### config.mk
export PLATFORM = sky130hd
export DESIGN_NAME = imm_ext_seq
export DESIGN_NICKNAME = d
export VERILOG_FILES = /design/src/rtl/imm_ext_seq.sv
export SDC_FILE = /design/constraint.sdc
export NUM_CORES = 1
export LEC_CHECK = 0
export BUFFER_PORTS_ARGS = -buffer_cell sky130_fd_sc_hd__buf_2
export CORE_ASPECT_RATIO = 1.5
export CORE_MARGIN = 3
export CORE_UTILIZATION = 35
export DETAILED_ROUTE_END_ITERATION = 7
export GPL_ROUTABILITY_DRIVEN = 0
export PLACE_DENSITY_LB_ADDON = 0.08
export SYNTH_ARGS = -nofsm -noshare
export SYNTH_HDL_FRONTEND = slang
export SYNTH_SLANG_ARGS = --single-unit
### constraint.sdc
create_clock -name clk -period 1.2 [get_ports clk]
set_input_delay 0.24 -clock clk [delete_from_list [all_inputs] [get_ports clk]]
set_output_delay 0.24 -clock clk [all_outputs]
set_load 0.05 [all_outputs]
### src/rtl/imm_ext_seq.sv
// Immediate-generation sequencer: extends 4/8-bit immediates and merges a PREFIX upper byte
// with the following instruction. Optional prefix timeout under `IMM_PREFIX_TIMEOUT_EN.
module imm_ext_seq #(
   parameter int DATA_W  = 16,
   parameter int LO_W    = 8,
   parameter int NIB_W   = 4,
   parameter int TIMEOUT = 15
) (
   input  logic              clk,
   input  logic              rst_n,
   input  logic              instr_valid,
   output logic              instr_ready,
   input  logic [LO_W-1:0]   instr_imm,
   input  logic [1:0]        imm_kind,
   input  logic              flush,
   output logic              imm_valid,
   input  logic              out_ready,
   output logic [DATA_W-1:0] imm_out,
   output logic              prefix_pending,
   output logic              prefix_drop
);

   localparam int UP_W = DATA_W - LO_W;

   typedef enum logic [1:0] {
      ST_IDLE   = 2'd0,
      ST_PREFIX = 2'd1,
      ST_HOLD   = 2'd2
   } state_t;

   state_t              state_r;
   logic [UP_W-1:0]     upper_r;
   logic [DATA_W-1:0]   imm_out_r;
   logic                drop_r;
   logic                accept_s;

   // Sign/zero extension of a non-prefix immediate field by kind.
   function automatic logic [DATA_W-1:0] extend(input logic [1:0] kind, input logic [LO_W-1:0] imm);
      case (kind)
         2'b00:   extend = {{(DATA_W-NIB_W){imm[NIB_W-1]}}, imm[NIB_W-1:0]};
         2'b01:   extend = {{(DATA_W-LO_W){imm[LO_W-1]}}, imm};
         2'b10:   extend = {{(DATA_W-LO_W){1'b0}}, imm};
         default: extend = {DATA_W{1'b0}};
      endcase
   endfunction

   assign accept_s       = instr_valid & (state_r != ST_HOLD);
   assign instr_ready    = (state_r != ST_HOLD);
   assign imm_valid      = (state_r == ST_HOLD);
   assign prefix_pending = (state_r == ST_PREFIX);
   assign imm_out        = imm_out_r;

`ifdef IMM_PREFIX_TIMEOUT_EN
   localparam int CNT_W = (TIMEOUT > 1) ? $clog2(TIMEOUT) : 1;
   logic [CNT_W-1:0] cnt_r;
   assign prefix_drop = drop_r;
`else
   assign prefix_drop = 1'b0;
`endif

   // Sequencer state, captured upper byte and held result; flush beats every other event.
   always_ff @(posedge clk or negedge rst_n) begin
      if (!rst_n) begin
         state_r   <= ST_IDLE;
         upper_r   <= {UP_W{1'b0}};
         imm_out_r <= {DATA_W{1'b0}};
         drop_r    <= 1'b0;
`ifdef IMM_PREFIX_TIMEOUT_EN
         cnt_r     <= {CNT_W{1'b0}};
`endif
      end else if (flush) begin
         state_r <= ST_IDLE;
         upper_r <= {UP_W{1'b0}};
         drop_r  <= 1'b0;
`ifdef IMM_PREFIX_TIMEOUT_EN
         cnt_r   <= {CNT_W{1'b0}};
`endif
      end else begin
         drop_r <= 1'b0;
         case (state_r)
            ST_IDLE: begin
               if (accept_s) begin
                  if (imm_kind == 2'b11) begin
                     upper_r <= instr_imm[UP_W-1:0];
                     state_r <= ST_PREFIX;
`ifdef IMM_PREFIX_TIMEOUT_EN
                     cnt_r   <= {CNT_W{1'b0}};
`endif
                  end else begin
                     imm_out_r <= extend(imm_kind, instr_imm);
                     state_r   <= ST_HOLD;
                  end
               end
            end
            ST_PREFIX: begin
               if (accept_s) begin
`ifdef IMM_PREFIX_TIMEOUT_EN
                  cnt_r <= {CNT_W{1'b0}};
`endif
                  // Last prefix wins; any other kind is the raw low byte, no extension.
                  if (imm_kind == 2'b11) begin
                     upper_r <= instr_imm[UP_W-1:0];
                  end else begin
                     imm_out_r <= {upper_r, instr_imm};
                     state_r   <= ST_HOLD;
                  end
               end
`ifdef IMM_PREFIX_TIMEOUT_EN
               else if (cnt_r == CNT_W'(TIMEOUT - 1)) begin
                  state_r <= ST_IDLE;
                  upper_r <= {UP_W{1'b0}};
                  drop_r  <= 1'b1;
                  cnt_r   <= {CNT_W{1'b0}};
               end else begin
                  cnt_r <= cnt_r + {{(CNT_W-1){1'b0}}, 1'b1};
               end
`endif
            end
            ST_HOLD: begin
               if (out_ready) begin
                  state_r <= ST_IDLE;
               end
            end
            default: begin
               state_r <= ST_IDLE;
            end
         endcase
      end
   end

endmodule
==> results_dict.tcl <==
set metrics [dict create \
    period_needed_ps 1370 \
    setup_viol_count_final 27 \
    synth_top_cell_by_area "dfrtp_1" \
    critPathMaxFanout 3 \
    power.total_uw 2400 \
    finalCritPeriodShare_pct 114 \
    arrival_ps 1130 \
    powerDensity_mw_per_mm2 1410 \
    avgRoutedWirePerCell_um 14.3 \
    gr-total-overflow 0 \
    syn_area_per_cell_um2 9.88 \
    crit_path_cell_trace "buf_6, nand2b_4, clkinvlp_4, buf_8" \
    die_area_mm2 0.00398 \
    gr-usage-all-layers_pct 17.2 \
    crit_required_ps 960 \
    insertion_delay_ps 270 \
    n_antenna_cell 0 \
    maxClockFrequency_mhz 728 \
    synth_top_family_by_area "compound AO/OA/AOI/OAI gates" \
    ys_seq_area_share_pct 57.3 \
    io-pin-count 35 \
    clk_path_buf_depth 2 \
    worst_clock_skew_ps 9.02 \
    clock_sinks 26 \
    place_ws_ps -109 \
    rsz0062_at_grt "true" \
    max_stage_delay_ps 390 \
    setup_ws_ps -174 \
    syn_inst 115 \
    grt_pass1_vias 1117 \
    routed_wl_um 2990 \
    yosys.area_share.simple_pct 17.2 \
    synthesis.nets 130 \
    utilization_pct 56.7 \
    dp.cells 195 \
    violations "negative setup slack" \
    crit_path_end_kind "primary output" \
    ys_warn_count 0 \
    cts_tree "built" \
    core-area_mm2 0.00300 \
    port_buffers 33 \
    status "complete, but fails checks" \
    vias 1058 \
    final_common_cell "buf_2" \
    routed_via_density 5.04 \
    syn-cell-area_mm2 0.00114 \
    drc 0 \
    cts-buffers-inserted 3 \
    ys_ff_latch 26 \
    synth_adder_area_share_pct 0 \
    critPathKind "register to primary output" \
    finalNetCount 187 \
    synthDistinctLibCells 23 \
    synth_compound_area_share_pct 20.6 \
    synthTopCellsByArea "dfrtp_1 (57%), nand2_1 (9.6%), a22o_1 (6.2%)" \
    synth_top_area_share_pct 57.3 \
    cts.clk_slew.worst_paths_ps 90 \
    start_util_pct 37.8 \
    final_cells 210 \
    slew_viol_final 0 \
    grt_first_pass_wirelength_um 5000 \
    crit_path_start_kind "register" \
    cts_root_buffer "clkbuf_8" \
    die_y_um 75.8 \
    die_w_um 52.5 \
    final_cell_mix "buf_2 (30), nand2_1 (29), dfrtp_1 (25)" \
    row_count 24 \
    hpwlAfterDp_um 2120 \
    relSlewSlack_pct 64.8 \
    grt_max_degree 18 \
    tightest_slew_ps 514 \
    max-vdd-ir-drop_uv 781 \
    antenna_found_initial 0 \
    htreeDepth 1 \
    synth_xor_area_share_pct 0 \
    synthToLayoutAreaGrowth_pct 49.9 \
    p_leak_uw 0.000828 \
    antenna_left 0 \
    slowest_stage "dfrtp_1" \
    hold_slack_ps 141 \
    drive_gt1_share_pct 46.8 \
    drtIter0Drc 24 \
    max_cap_violations 0 \
    synth_mux_area_share_pct 0.881 \
    first_pass_iters 4 \
    hold_viol_final 0 \
    hold_path.class "input pin to register" \
]
## where the power goes
| part | total (uW) | switching (uW) | internal (uW) |
|---|---|---|---|
| Clock | 493 | 256 | 237 |
| Combinational | 865 | 607 | 258 |
| Sequential | 1040 | 57.6 | 985 |
| Total | 2400 | 921 | 1480 |
## registers in the layout, indices dropped and copies added (netlist names)
signal / flops
imm_out: 16
upper_r: 8
state_r: 2
## cells in the mapped netlist (all sizes together)
library cell  instances
conb                  1
nand2b                2
and3                  1
buf                   6
o21ai                12
nand2                29
nor2                  3
nand3                 2
o21a                  1
a21boi                1
or3b                  1
mux2i                 1
a21oi                11
o31ai                 1
inv                   1
clkbuf                1
dfrtp                26
o22a                  3
nor3                  2
nor2b                 2
a22o                  8
## cell families (layout without fill, tap and decap cells)
logic type / Yosys count / in the layout
simple gates: 42 / 43
compound gates: 37 / 37
flops: 26 / 26
buf+inv: 8 / 63
other cells: 1 / 1
mux: 1 / 1
## what timing repair did
item | CTS | global route
hold buffers | 1 | 0
setup buffers | 5 | 2
cloned | 3 | 0
endpoints found under the hold margin | 9 | 0
pin swaps | 5 | 5
endpoints found under the setup margin | 27 | 28
resized for setup | 36 | 5
## final cells by class
cell class | instances | area [um^2]
well taps | 39 | 48.8
inverters | 1 | 7.51
clock buffers | 4 | 45.0
repair buffers | 58 | 413
multi-input cells | 82 | 537
flip-flops and latches | 26 | 652
fillers | 281 | 1300
## stage by stage
step / area (um^2) / setup TNS, ps
2_1_floorplan: 1160 / -7.32
3_3_place_gp: 1460 / -1440
3_5_place_dp: 1460 / -1980
4_1_cts: 1670 / -1670
5_1_grt: 1700 / -4270
6_report: 1700 / -2390
## worst max-delay path, delay by kind of cell (launching register included)
family	cells	cell delay [ps]
flops	1	390
simple gates	1	150
buf+inv	3	320
## path summary, 6_finish.rpt
path	to	cells after the start	slack [ps]	start
max	imm_valid	4	-170	state_r[0]$_DFFE_PN0P_
min	state_r[1]$_DFFE_PN0P_	2	140	out_ready
max reg2reg	imm_out[6]$_DFFE_PN0P_	5	-150	state_r[1]$_DFFE_PN0P_
min reg2reg	imm_out[2]$_DFFE_PN0P_	2	470	imm_out[2]$_DFFE_PN0P_
max in group asynchronous	upper_r[2]$_DFFE_PN0P_	3	450	rst_n
min in group asynchronous	imm_out[7]$_DFFE_PN0P_	2	370	rst_n
## routing by layer
metal / global-route usage, % / vias up / part of all wire (%)
met5: 0 / - / 0
met4: 6.82 / 0 / 1.1
met3: 2.54 / 4 / 4.2
met2: 33.6 / 25 / 56
met1: 18.0 / 518 / 39
li1: - / 511 / -
Note: power is estimated with default switching activity, not from simulation.
